--- src/rtl/fetch_pkg.sv ---
// Shared types and constants for the instruction-fetch front end.
package fetch_pkg;

  typedef enum logic [1:0] {
    PC_SEQ = 2'b00,
    PC_REL = 2'b01,
    PC_ABS = 2'b10
  } pc_src_t;

  localparam int INSTR_W     = 32;
  localparam int INSTR_BYTES = 4;

endpackage

--- src/rtl/fetch_buffer.sv ---
// In-order ring of fetched words: entries are allocated at request time and
// filled by responses in request order, then popped by decode.
module fetch_buffer
  import fetch_pkg::*;
#(
  parameter int WIDTH = 32,
  parameter int DEPTH = 2,
  localparam int AW = $clog2(DEPTH)
) (
  input  logic               clk,
  input  logic               rst,
  input  logic               flush,
  input  logic               alloc,
  input  logic [WIDTH-1:0]   alloc_pc,
  input  logic               fill,
  input  logic [INSTR_W-1:0] fill_data,
  input  logic               pop,
  output logic               head_valid,
  output logic [WIDTH-1:0]   head_pc,
  output logic [INSTR_W-1:0] head_instr,
  output logic [AW:0]        alloc_cnt,
  output logic [AW:0]        unfilled_cnt
);

  logic [WIDTH-1:0]   pc_mem_r    [DEPTH];
  logic [INSTR_W-1:0] instr_mem_r [DEPTH];
  logic [DEPTH-1:0]   filled_r;
  logic [AW-1:0]      alloc_ptr_r;
  logic [AW-1:0]      fill_ptr_r;
  logic [AW-1:0]      rd_ptr_r;
  logic [AW:0]        alloc_cnt_r;
  logic [AW:0]        unfilled_cnt_r;
  logic               do_fill_s;

  // A response with nothing awaiting data is a memory protocol error and is ignored.
  assign do_fill_s = fill && (unfilled_cnt_r != {(AW+1){1'b0}});

  // Entry storage, pointers and occupancy counters
  always_ff @(posedge clk) begin
    if (rst) begin
      for (int i = 0; i < DEPTH; i++) begin
        pc_mem_r[i]    <= {WIDTH{1'b0}};
        instr_mem_r[i] <= {INSTR_W{1'b0}};
      end
      filled_r       <= {DEPTH{1'b0}};
      alloc_ptr_r    <= {AW{1'b0}};
      fill_ptr_r     <= {AW{1'b0}};
      rd_ptr_r       <= {AW{1'b0}};
      alloc_cnt_r    <= {(AW+1){1'b0}};
      unfilled_cnt_r <= {(AW+1){1'b0}};
    end else if (flush) begin
      filled_r       <= {DEPTH{1'b0}};
      alloc_ptr_r    <= {AW{1'b0}};
      fill_ptr_r     <= {AW{1'b0}};
      rd_ptr_r       <= {AW{1'b0}};
      alloc_cnt_r    <= {(AW+1){1'b0}};
      unfilled_cnt_r <= {(AW+1){1'b0}};
    end else begin
      // alloc may target the slot being popped; both clear its filled bit.
      if (pop) begin
        filled_r[rd_ptr_r] <= 1'b0;
        rd_ptr_r           <= rd_ptr_r + AW'(1);
      end
      if (alloc) begin
        pc_mem_r[alloc_ptr_r] <= alloc_pc;
        filled_r[alloc_ptr_r] <= 1'b0;
        alloc_ptr_r           <= alloc_ptr_r + AW'(1);
      end
      if (do_fill_s) begin
        instr_mem_r[fill_ptr_r] <= fill_data;
        filled_r[fill_ptr_r]    <= 1'b1;
        fill_ptr_r              <= fill_ptr_r + AW'(1);
      end
      alloc_cnt_r    <= alloc_cnt_r + (AW+1)'(alloc) - (AW+1)'(pop);
      unfilled_cnt_r <= unfilled_cnt_r + (AW+1)'(alloc) - (AW+1)'(do_fill_s);
    end
  end

  assign head_valid   = filled_r[rd_ptr_r];
  assign head_pc      = pc_mem_r[rd_ptr_r];
  assign head_instr   = instr_mem_r[rd_ptr_r];
  assign alloc_cnt    = alloc_cnt_r;
  assign unfilled_cnt = unfilled_cnt_r;

endmodule

--- src/rtl/fetch_unit.sv ---
// RISC-V fetch front end: fetch PC, redirect handling, request issue and stale-response dropping.
// Optional build macro FETCH_PERF_EN adds saturating redirect/drop counters.
module fetch_unit
  import fetch_pkg::*;
#(
  parameter int               WIDTH    = 32,
  parameter int               DEPTH    = 2,
  parameter logic [WIDTH-1:0] RESET_PC = {WIDTH{1'b0}}
) (
  input  logic               clk,
  input  logic               rst,
  input  logic [1:0]         redir_src,
  input  logic [WIDTH-1:0]   redir_pc,
  input  logic [31:0]        redir_imm,
  input  logic [31:0]        redir_alu,
  output logic               imem_req_valid,
  input  logic               imem_req_ready,
  output logic [WIDTH-1:0]   imem_req_addr,
  input  logic               imem_rsp_valid,
  input  logic [INSTR_W-1:0] imem_rsp_data,
  output logic               if_valid,
  input  logic               if_ready,
  output logic [WIDTH-1:0]   if_pc,
  output logic [INSTR_W-1:0] if_instr
`ifdef FETCH_PERF_EN
  ,
  output logic [31:0]        perf_redirects,
  output logic [31:0]        perf_dropped
`endif
);

  localparam int CW = $clog2(DEPTH) + 1;
  localparam logic [WIDTH-1:0] ALIGN_MASK = {{(WIDTH-2){1'b1}}, 2'b00};

  logic [WIDTH-1:0]   fetch_pc_r;
  logic [CW-1:0]      drop_cnt_r;
  logic               redirect_s;
  logic [WIDTH-1:0]   raw_target_s;
  logic [WIDTH-1:0]   target_s;
  logic               pop_s;
  logic               accept_s;
  logic               fill_s;
  logic [CW-1:0]      occ_s;
  logic [CW:0]        pending_s;
  logic               head_valid_s;
  logic [WIDTH-1:0]   head_pc_s;
  logic [INSTR_W-1:0] head_instr_s;
  logic [CW-1:0]      alloc_cnt_s;
  logic [CW-1:0]      unfilled_cnt_s;

  // Redirect decode and word-aligned target selection
  always_comb begin
    redirect_s   = 1'b0;
    raw_target_s = fetch_pc_r;
    case (pc_src_t'(redir_src))
      PC_REL: begin
        redirect_s   = 1'b1;
        raw_target_s = redir_pc + WIDTH'($signed(redir_imm));
      end
      PC_ABS: begin
        redirect_s   = 1'b1;
        raw_target_s = WIDTH'(redir_alu);
      end
      default: begin
        redirect_s   = 1'b0;
        raw_target_s = fetch_pc_r;
      end
    endcase
    target_s = raw_target_s & ALIGN_MASK;
  end

  assign pop_s    = head_valid_s && if_ready && !redirect_s && !rst;
  assign accept_s = imem_req_valid && imem_req_ready;
  assign fill_s   = imem_rsp_valid && (drop_cnt_r == {CW{1'b0}});
  // Counting the head entry leaving this cycle lets a 2-deep buffer sustain one word per cycle.
  assign occ_s     = alloc_cnt_s - CW'(pop_s);
  assign pending_s = {1'b0, occ_s} + {1'b0, drop_cnt_r};
  assign imem_req_addr = fetch_pc_r;

  // Request issue: room in the buffer and in the outstanding-response budget
  always_comb begin
    if (!rst && !redirect_s && (occ_s < CW'(DEPTH)) && (pending_s < (CW+1)'(DEPTH))) begin
      imem_req_valid = 1'b1;
    end else begin
      imem_req_valid = 1'b0;
    end
  end

  // Fetch PC and count of in-flight responses that belong to a squashed path
  always_ff @(posedge clk) begin
    if (rst) begin
      fetch_pc_r <= RESET_PC;
      drop_cnt_r <= {CW{1'b0}};
    end else if (redirect_s) begin
      fetch_pc_r <= target_s;
      drop_cnt_r <= drop_cnt_r + unfilled_cnt_s - CW'(imem_rsp_valid);
    end else begin
      if (accept_s) begin
        fetch_pc_r <= fetch_pc_r + WIDTH'(INSTR_BYTES);
      end
      if (imem_rsp_valid && (drop_cnt_r != {CW{1'b0}})) begin
        drop_cnt_r <= drop_cnt_r - CW'(1);
      end
    end
  end

  fetch_buffer #(
    .WIDTH (WIDTH),
    .DEPTH (DEPTH)
  ) u_buffer (
    .clk          (clk),
    .rst          (rst),
    .flush        (redirect_s),
    .alloc        (accept_s),
    .alloc_pc     (fetch_pc_r),
    .fill         (fill_s),
    .fill_data    (imem_rsp_data),
    .pop          (pop_s),
    .head_valid   (head_valid_s),
    .head_pc      (head_pc_s),
    .head_instr   (head_instr_s),
    .alloc_cnt    (alloc_cnt_s),
    .unfilled_cnt (unfilled_cnt_s)
  );

  // Decode-side outputs are held at zero while reset is asserted
  always_comb begin
    if (rst) begin
      if_valid = 1'b0;
      if_pc    = {WIDTH{1'b0}};
      if_instr = {INSTR_W{1'b0}};
    end else begin
      if_valid = head_valid_s;
      if_pc    = head_pc_s;
      if_instr = head_instr_s;
    end
  end

`ifdef FETCH_PERF_EN
  logic discard_s;
  assign discard_s = imem_rsp_valid && ((drop_cnt_r != {CW{1'b0}}) || redirect_s);

  // Saturating redirect and discarded-response counters
  always_ff @(posedge clk) begin
    if (rst) begin
      perf_redirects <= 32'd0;
      perf_dropped   <= 32'd0;
    end else begin
      if (redirect_s && (perf_redirects != 32'hFFFF_FFFF)) begin
        perf_redirects <= perf_redirects + 32'd1;
      end
      if (discard_s && (perf_dropped != 32'hFFFF_FFFF)) begin
        perf_dropped <= perf_dropped + 32'd1;
      end
    end
  end
`endif

endmodule

--- config.mk ---
export PLATFORM = sky130hd
export DESIGN_NAME = fetch_unit
export DESIGN_NICKNAME = d
export VERILOG_FILES = /design/src/rtl/fetch_pkg.sv /design/src/rtl/fetch_buffer.sv /design/src/rtl/fetch_unit.sv
export SDC_FILE = /design/constraint.sdc
export NUM_CORES = 1
export LEC_CHECK = 0
export CAP_MARGIN = 0
export CORE_AREA = 2 2 170 172
export DETAILED_ROUTE_END_ITERATION = 10
export DIE_AREA = 0 0 172 174
export GPL_ROUTABILITY_DRIVEN = 0
export SYNTH_ARGS = -nofsm -noshare
export SYNTH_HDL_FRONTEND = slang
export SYNTH_HIERARCHICAL = 1
export SYNTH_SLANG_ARGS = --single-unit
--- constraint.sdc ---
create_clock -name clk -period 8 [get_ports clk]
set_input_delay 1.6 -clock clk [delete_from_list [all_inputs] [get_ports clk]]
set_output_delay 1.6 -clock clk [all_outputs]
set_load 0.02 [all_outputs]
# Yosys cells after proc, flatten, opt, wreduce, memory -nomap -nowiden

Memories as Yosys holds them, arrays and structs flattened. A register that Yosys moved wholly into a read port is not among the register bits.
Index checks and enable logic that the tools add are counted.

Register bits: 43
Latch bits: 0
RAM bits: 128
Memory bits (read-only): 0
Output and inout bits: 98
Logic and storage cells: 111
Memories kept: 2

Memory list:

| name                 | depth | bits a word | rd ports | clocked after memory_dff | wr ports | line               | RTL |
|---|---|---|---|---|---|---|---|
| u_buffer.instr_mem_r | 2     | 32          | 1        | 1                        | 2        | fetch_buffer.sv:26 | `logic [INSTR_W-1:0] instr_mem_r [DEPTH];` |
| u_buffer.pc_mem_r    | 2     | 32          | 1        | 1                        | 2        | fetch_buffer.sv:25 | `logic [WIDTH-1:0] pc_mem_r [DEPTH];` |

Add/subtract/negate cells: 14
Multipliers: 0
Divide/modulo/power cells: 0
$lt $le $gt $ge: 8
Eq/ne operators: 3
Shift-type cells: 0
Mux-type cells: 45
Bitwise logic cells: 5
Reduce and logical (&&, ||, !) cells: 25

Operator list:

| operator                                                                     | number |
|---|---|
| 32-bit two-way mux                                                           | 6 |
| 32-bit one-hot mux with 2 select lines                                       | 1 |
| 32-bit OR reduction                                                          | 2 |
| 32-bit by 3-bit adder with 32-bit output, second input constant              | 1 |
| 32-bit adder                                                                 | 1 |
| 1-bit two-way mux                                                            | 26 |
| 2-bit two-way mux                                                            | 9 |
| 1-bit logical AND                                                            | 13 |
| 2-bit nonzero test                                                           | 4 |
| 2-bit by 1-bit subtractor with 2-bit output                                  | 4 |
| 1-bit by 2-bit less-than comparator with 1-bit output, second input constant | 3 |
| 2-bit by 1-bit adder with 2-bit output                                       | 2 |
| 2-bit AND                                                                    | 2 |
| 2-bit NOT                                                                    | 2 |
| 2-bit OR reduction                                                           | 2 |
| 1-bit adder, second input constant                                           | 3 |
| 2-bit by 2-bit adder with 3-bit output                                       | 1 |
| 1-bit demux with 1-bit select                                                | 3 |
| 1-bit greater-or-equal comparator, second input constant                     | 3 |
| 3-bit by 2-bit less-than comparator with 1-bit output, second input constant | 1 |
| 3-bit by 1-bit inequality test with 1-bit output, second input constant      | 1 |
| 2-bit adder                                                                  | 1 |
| 2-bit by 1-bit == test with 1-bit output, second input constant              | 1 |
| 2-bit == test, second input constant                                         | 1 |
| other kinds (6)                                                              | 7 |

# Logic depth before layout (Yosys ltp)

Depth in word-level cells: 18
Mapped depth: 18

# Cells and area by module

Netlist, hierarchy kept.

By module, submodules not included:

| module       | times used | cells each | area an instance (um^2) | sequential area each (um^2) |
|---|---|---|---|---|
| fetch_buffer | 1          | 393        | 5,979.5                 | 4,043.9 |
| fetch_unit   | 1          | 591        | 4,231.6                 | 640.6 |

# Least setup slack after synthesis

Ideal clock, no wire load.

Kind: input -> output
Start point: input redir_src[0]
End point: output imem_req_valid
Data arrival time: 4.523 ns
Required time: 6.400 ns
Slack: 1.877 ns
Cell stages on the path: 11
Buffers on the path: 3
Cell sequence: inv_1 ha_1 clkbuf_1 buf_1 buf_1 and3_1 ha_1 nand2b_1 fa_1 nand2_1 nor4b_2

Longest elaborated chain between the ends: 11

RTL lines:

| element                                                                                           | line                               | RTL |
|---|---|---|
| start: declaration                                                                                | fetch_unit.sv:12                   | `input logic [1:0] redir_src,` |
| 2-bit == test / 2-bit by 1-bit == test with 1-bit output (equally long branches)                  | fetch_unit.sv:55                   | `case (pc_src_t'(redir_src))` |
| 2-bit OR reduction (no line) (*)                                                                  | --                                 |  |
| 1-bit two-way mux (*)                                                                             | fetch_unit.sv:55                   |  |
| 1-bit logical NOT (*)                                                                             | fetch_unit.sv:72                   | `assign pop_s = head_valid_s && if_ready && !redirect_s && !rst;` |
| 1-bit logical AND (*) (2 in a row)                                                                | fetch_unit.sv:72                   |  |
| net pop_s                                                                                         | fetch_unit.sv:40                   | `logic pop_s;` |
| 2-bit by 1-bit subtractor with 2-bit output (*)                                                   | fetch_unit.sv:76                   | `assign occ_s = alloc_cnt_s - CW'(pop_s);` |
| 2-bit by 2-bit adder with 3-bit output / 2-bit less-than comparator (equally long branches)       | fetch_unit.sv:77, fetch_unit.sv:82 |  |
| 3-bit by 2-bit less-than comparator with 1-bit output / 1-bit logical AND (equally long branches) | fetch_unit.sv:82                   | `if (!rst && !redirect_s && (occ_s < CW'(DEPTH)) && (pending_s < (CW+1)'(DEPTH))) begin` |
| 1-bit logical AND (*)                                                                             | fetch_unit.sv:82                   |  |
| 1-bit two-way mux (*)                                                                             | fetch_unit.sv:82                   |  |
| end: declaration                                                                                  | fetch_unit.sv:16                   | `output logic imem_req_valid,` |

Mark *: on every way through the listed nets, which the timed path passes. The rest lies on a longest branch.

# Final worst setup path

Ends and elaborated chain as after synthesis.

==> impl_metrics.csv <==
group,metric,value,unit
cells_and_area,num-fill-cells,2705,
worst_setup_path,path_cells,"clkdlybuf4s50_1, inv_1, ha_1, and3_1, ha_1, nand2b_1, fa_1, nand2_1, nor4b_2, clkdlybuf4s50_1",
synthesis,syn_area_per_cell,10.4,um^2
global_routing,grt_pass1_wl,41900,um
timing,fmax,157,MHz
cts,clock_latency,0.43,ns
timing,slew_viol_final,0,
timing,slew_headroom,31.3,%
cts,tritoncts,"done",
worst_setup_path,cp.arrival,4.76,ns
timing,tns,0,ns
synthesis,ys.flop_type,"edfxtp_1",
timing,hold_viol_final,0,
synthesis,synthesis.area,0.0102,mm^2
floorplan,die_w,172,um
synthesis,ys_ff_latch,170,
power,seq_power_share,44.1,%
flow_run,maxCapViolCount,0,
outcome,run_status,"completed",
drt,met3_length,1770,um
timing,post-route-period-util,79.5,%
worst_setup_path,critical_path_peak_fanout,5,
drt,vias_per_cell,5.05,
cts,cts-root-buf,"clkbuf_16",
drt,wire_per_inst,16.9,um
cells_and_area,layout-drive-gt1-share,11.7,%
cells_and_area,insertedDiodeCount,0,
cts,cts_max_path_buffers,2,
floorplan,core,0.0282,mm^2
timing,finalSetupViolations,0,
power,power.density,173,mW/mm^2
worst_setup_path,crit_path_top_delay_cell,"clkdlybuf4s50_1",
global_routing,grt_start_max_net_pins,66,
drt,drt-met1-wl,12300,um
drt,wl_met2,12500,um
power,p_switching,0.649,mW
cells_and_area,nets,1371,
worst_setup_path,cpLargestDelayFamily,"buffers and inverters",
cells_and_area,final_util,47.6,%
power,p_leak,4.99,nW
floorplan,dieArea,0.0299,mm^2
global_routing,grt_use_total,18.0,%
timing,skew,0.00920,ns
worst_setup_path,crit_type,"input port to output port",
drt,dr.pass1.iters,5,
drt,postRouteAntennaNets,0,
placed_design,place_area,0.0128,mm^2
power,power_frac_comb,19.7,%
worst_setup_path,critPathRequiredTime,6.40,ns
cells_and_area,instances_no_fill,1591,
synthesis,ys_async_sr_fraction,0,%
timing,fin_ws,1.64,ns
power,clkPwrFrac,36.2,%
timing,min_period,6.36,ns
worst_setup_path,crit_buf_inv,3,
synthesis,postSynthCellCount,984,
synthesis,synth_edf_count,128,
floorplan,ioPinCount,233,
placed_design,portBuffers,228,
global_routing,grt_overflow,0,
synthesis,synth.distinct_cells,83,
drt,drt_iter0_markers,516,
power,internal_power,1.68,mW
drt,drc_errors,0,
synthesis,yosysSeqAreaShare,45.9,%
min_path,hp-class,"register to register",
placed_design,dp.cells,1559,
cts,postCtsHoldBufs,0,
drt,dr_total_vias,8031,
cts,cts_resized,0,
cts,cts_num_sinks,170,
timing,grt_setup_unrepaired,"no",
cts,post_cts_buffers,0,
worst_setup_path,cp-end-kind,"output port",
floorplan,die_h,174,um
worst_setup_path,critical_path.startpoint_type,"input port",
cts,path_clk_slew,0.07,ns
cts,numCtsBuffers,17,
cells_and_area,post-route-cell-area,0.0134,mm^2
timing,worstMarginPinSlew,1.03,ns
worst_setup_path,critPathMaxStageDelay,0.67,ns
global_routing,grt_antenna_before_repair,0,
floorplan,start_util,36.2,%
floorplan,rows,62,
power,p_sw_share,27.9,%
global_routing,grt_pass1_vias,7667,
drt,drt-total-wl,26900,um
drt,top_layer,"met4",
cells_and_area,syn_to_final_growth,31.5,%
placed_design,pre_cts_slack,1.62,ns
synthesis,synth_warnings,6,
power,ir_worst_vdd,0.000131,V
cts,cts_htree_levels,4,
placed_design,dpl.hpwl,19000,um
[power groups by stage]
stage	Clock, mW	Combinational [mW]	Sequential [mW]
final	0.841	0.459	1.03
after global routing	0.896	0.504	1.03
after CTS	0.861	0.462	1.03
after detailed placement	0	0.460	1.04
after global placement	0	0.458	1.04
after floorplan	0	0.254	1.05
[sequential cells by signal, indices dropped and copies added (netlist names), named ones only]
register	count
u_buffer/instr_mem_r	64
u_buffer/rd_ptr_r	1
u_buffer/fill_ptr_r	1
u_buffer/filled_r	2
u_buffer/alloc_ptr_r	1
u_buffer/pc_mem_r	64
u_buffer/alloc_cnt	2
u_buffer/unfilled_cnt	2
drop_cnt_r	2
imem_req_addr	30
[cell type report]
cell class	instances	area, um^2	share of cell area (%)
clock buffer	17	425	3.17
timing repair buffer	236	2340	17.4
multi-input combinational	745	5230	39.0
tap	384	480	3.58
clock inverter	15	178	1.32
sequential	170	4690	34.9
inverter	24	90.1	0.671
[layout by cell type (no fill, tap or decap), drive strengths merged, types with 6 or more instances in the layout]
| cell | count |
|---|---|
| ha | 41 |
| o21ai | 28 |
| a21o | 10 |
| a21oi | 73 |
| xor2 | 10 |
| clkbuf | 17 |
| a221oi | 13 |
| mux2 | 65 |
| nor4 | 6 |
| nand2b | 9 |
| a211oi | 7 |
| nor2b | 68 |
| a31oi | 10 |
| nand2 | 61 |
| and2 | 133 |
| nor3 | 17 |
| xnor2 | 19 |
| edfxtp | 128 |
| or2 | 8 |
| buf | 9 |
| nand3 | 18 |
| nand4 | 7 |
| a22oi | 7 |
| conb | 6 |
| and3 | 11 |
| inv | 33 |
| clkdlybuf4s50 | 227 |
| o21a | 6 |
| dfxtp | 42 |
| nor2 | 45 |
| o22ai | 6 |
[cell families after synthesis]
kind of cell / share of synthesized area [%]
and+or+nand+nor: 22.1
AOI/OAI and AO/OA: 13.6
DFF: 45.9
buffers and inverters: 3.08
muxes: 7.56
adders and majority gates: 5.22
xor gates and xnor gates: 2.49
other: 0.0367
[stage by stage]
step	power (mW)	hold WS [ns]
after floorplan	1.30	0.454
after global placement	1.50	0.469
after detailed placement	1.50	0.475
after CTS	2.35	0.492
after global routing	2.43	0.526
final	2.33	0.494
[metal layers]
layer / GRT usage, % / vias up
li1: - / 3986
met1: 24.6 / 3798
met2: 28.5 / 231
met3: 4.30 / 16
met4: 4.73 / 0
met5: 0 / -
[cell usage after synthesis (8+ instances only)]
cell	instances	area [um^2]
a21o_1	10	75.1
a21oi_1	71	355
a221oi_1	12	105
a31oi_1	10	62.6
and2_1	133	832
and3_1	11	68.8
buf_2	8	40.0
clkbuf_1	25	93.8
clkbuf_2	9	45.0
dfxtp_1	42	841
edfxtp_1	128	3840
ha_1	41	513
inv_1	23	86.3
mux2_2	65	732
nand2_1	60	225
nand2b_1	9	56.3
nand3_1	17	85.1
nor2_1	44	165
nor2b_1	68	425
nor3_1	14	70.1
o21ai_0	25	125
xnor2_1	19	166
xor2_1	10	87.6
[worst paths after layout]
path | from | endpoint | slack, ns | cells past startpoint
max | redir_src[0] | imem_req_valid | 1.64 | 10
min | u_buffer/filled_r[1]$_SDFF_PP0_ | u_buffer/filled_r[1]$_SDFF_PP0_ | 0.49 | 1
max reg2reg | u_buffer/rd_ptr_r$_SDFFE_PP0P_ | u_buffer/pc_mem_r[0][0]$_SDFFCE_PN0P_ | 3.53 | 13
min reg2reg | u_buffer/filled_r[1]$_SDFF_PP0_ | u_buffer/filled_r[1]$_SDFF_PP0_ | 0.49 | 1
No activity file was read; power rests on OpenSTA's default activity.
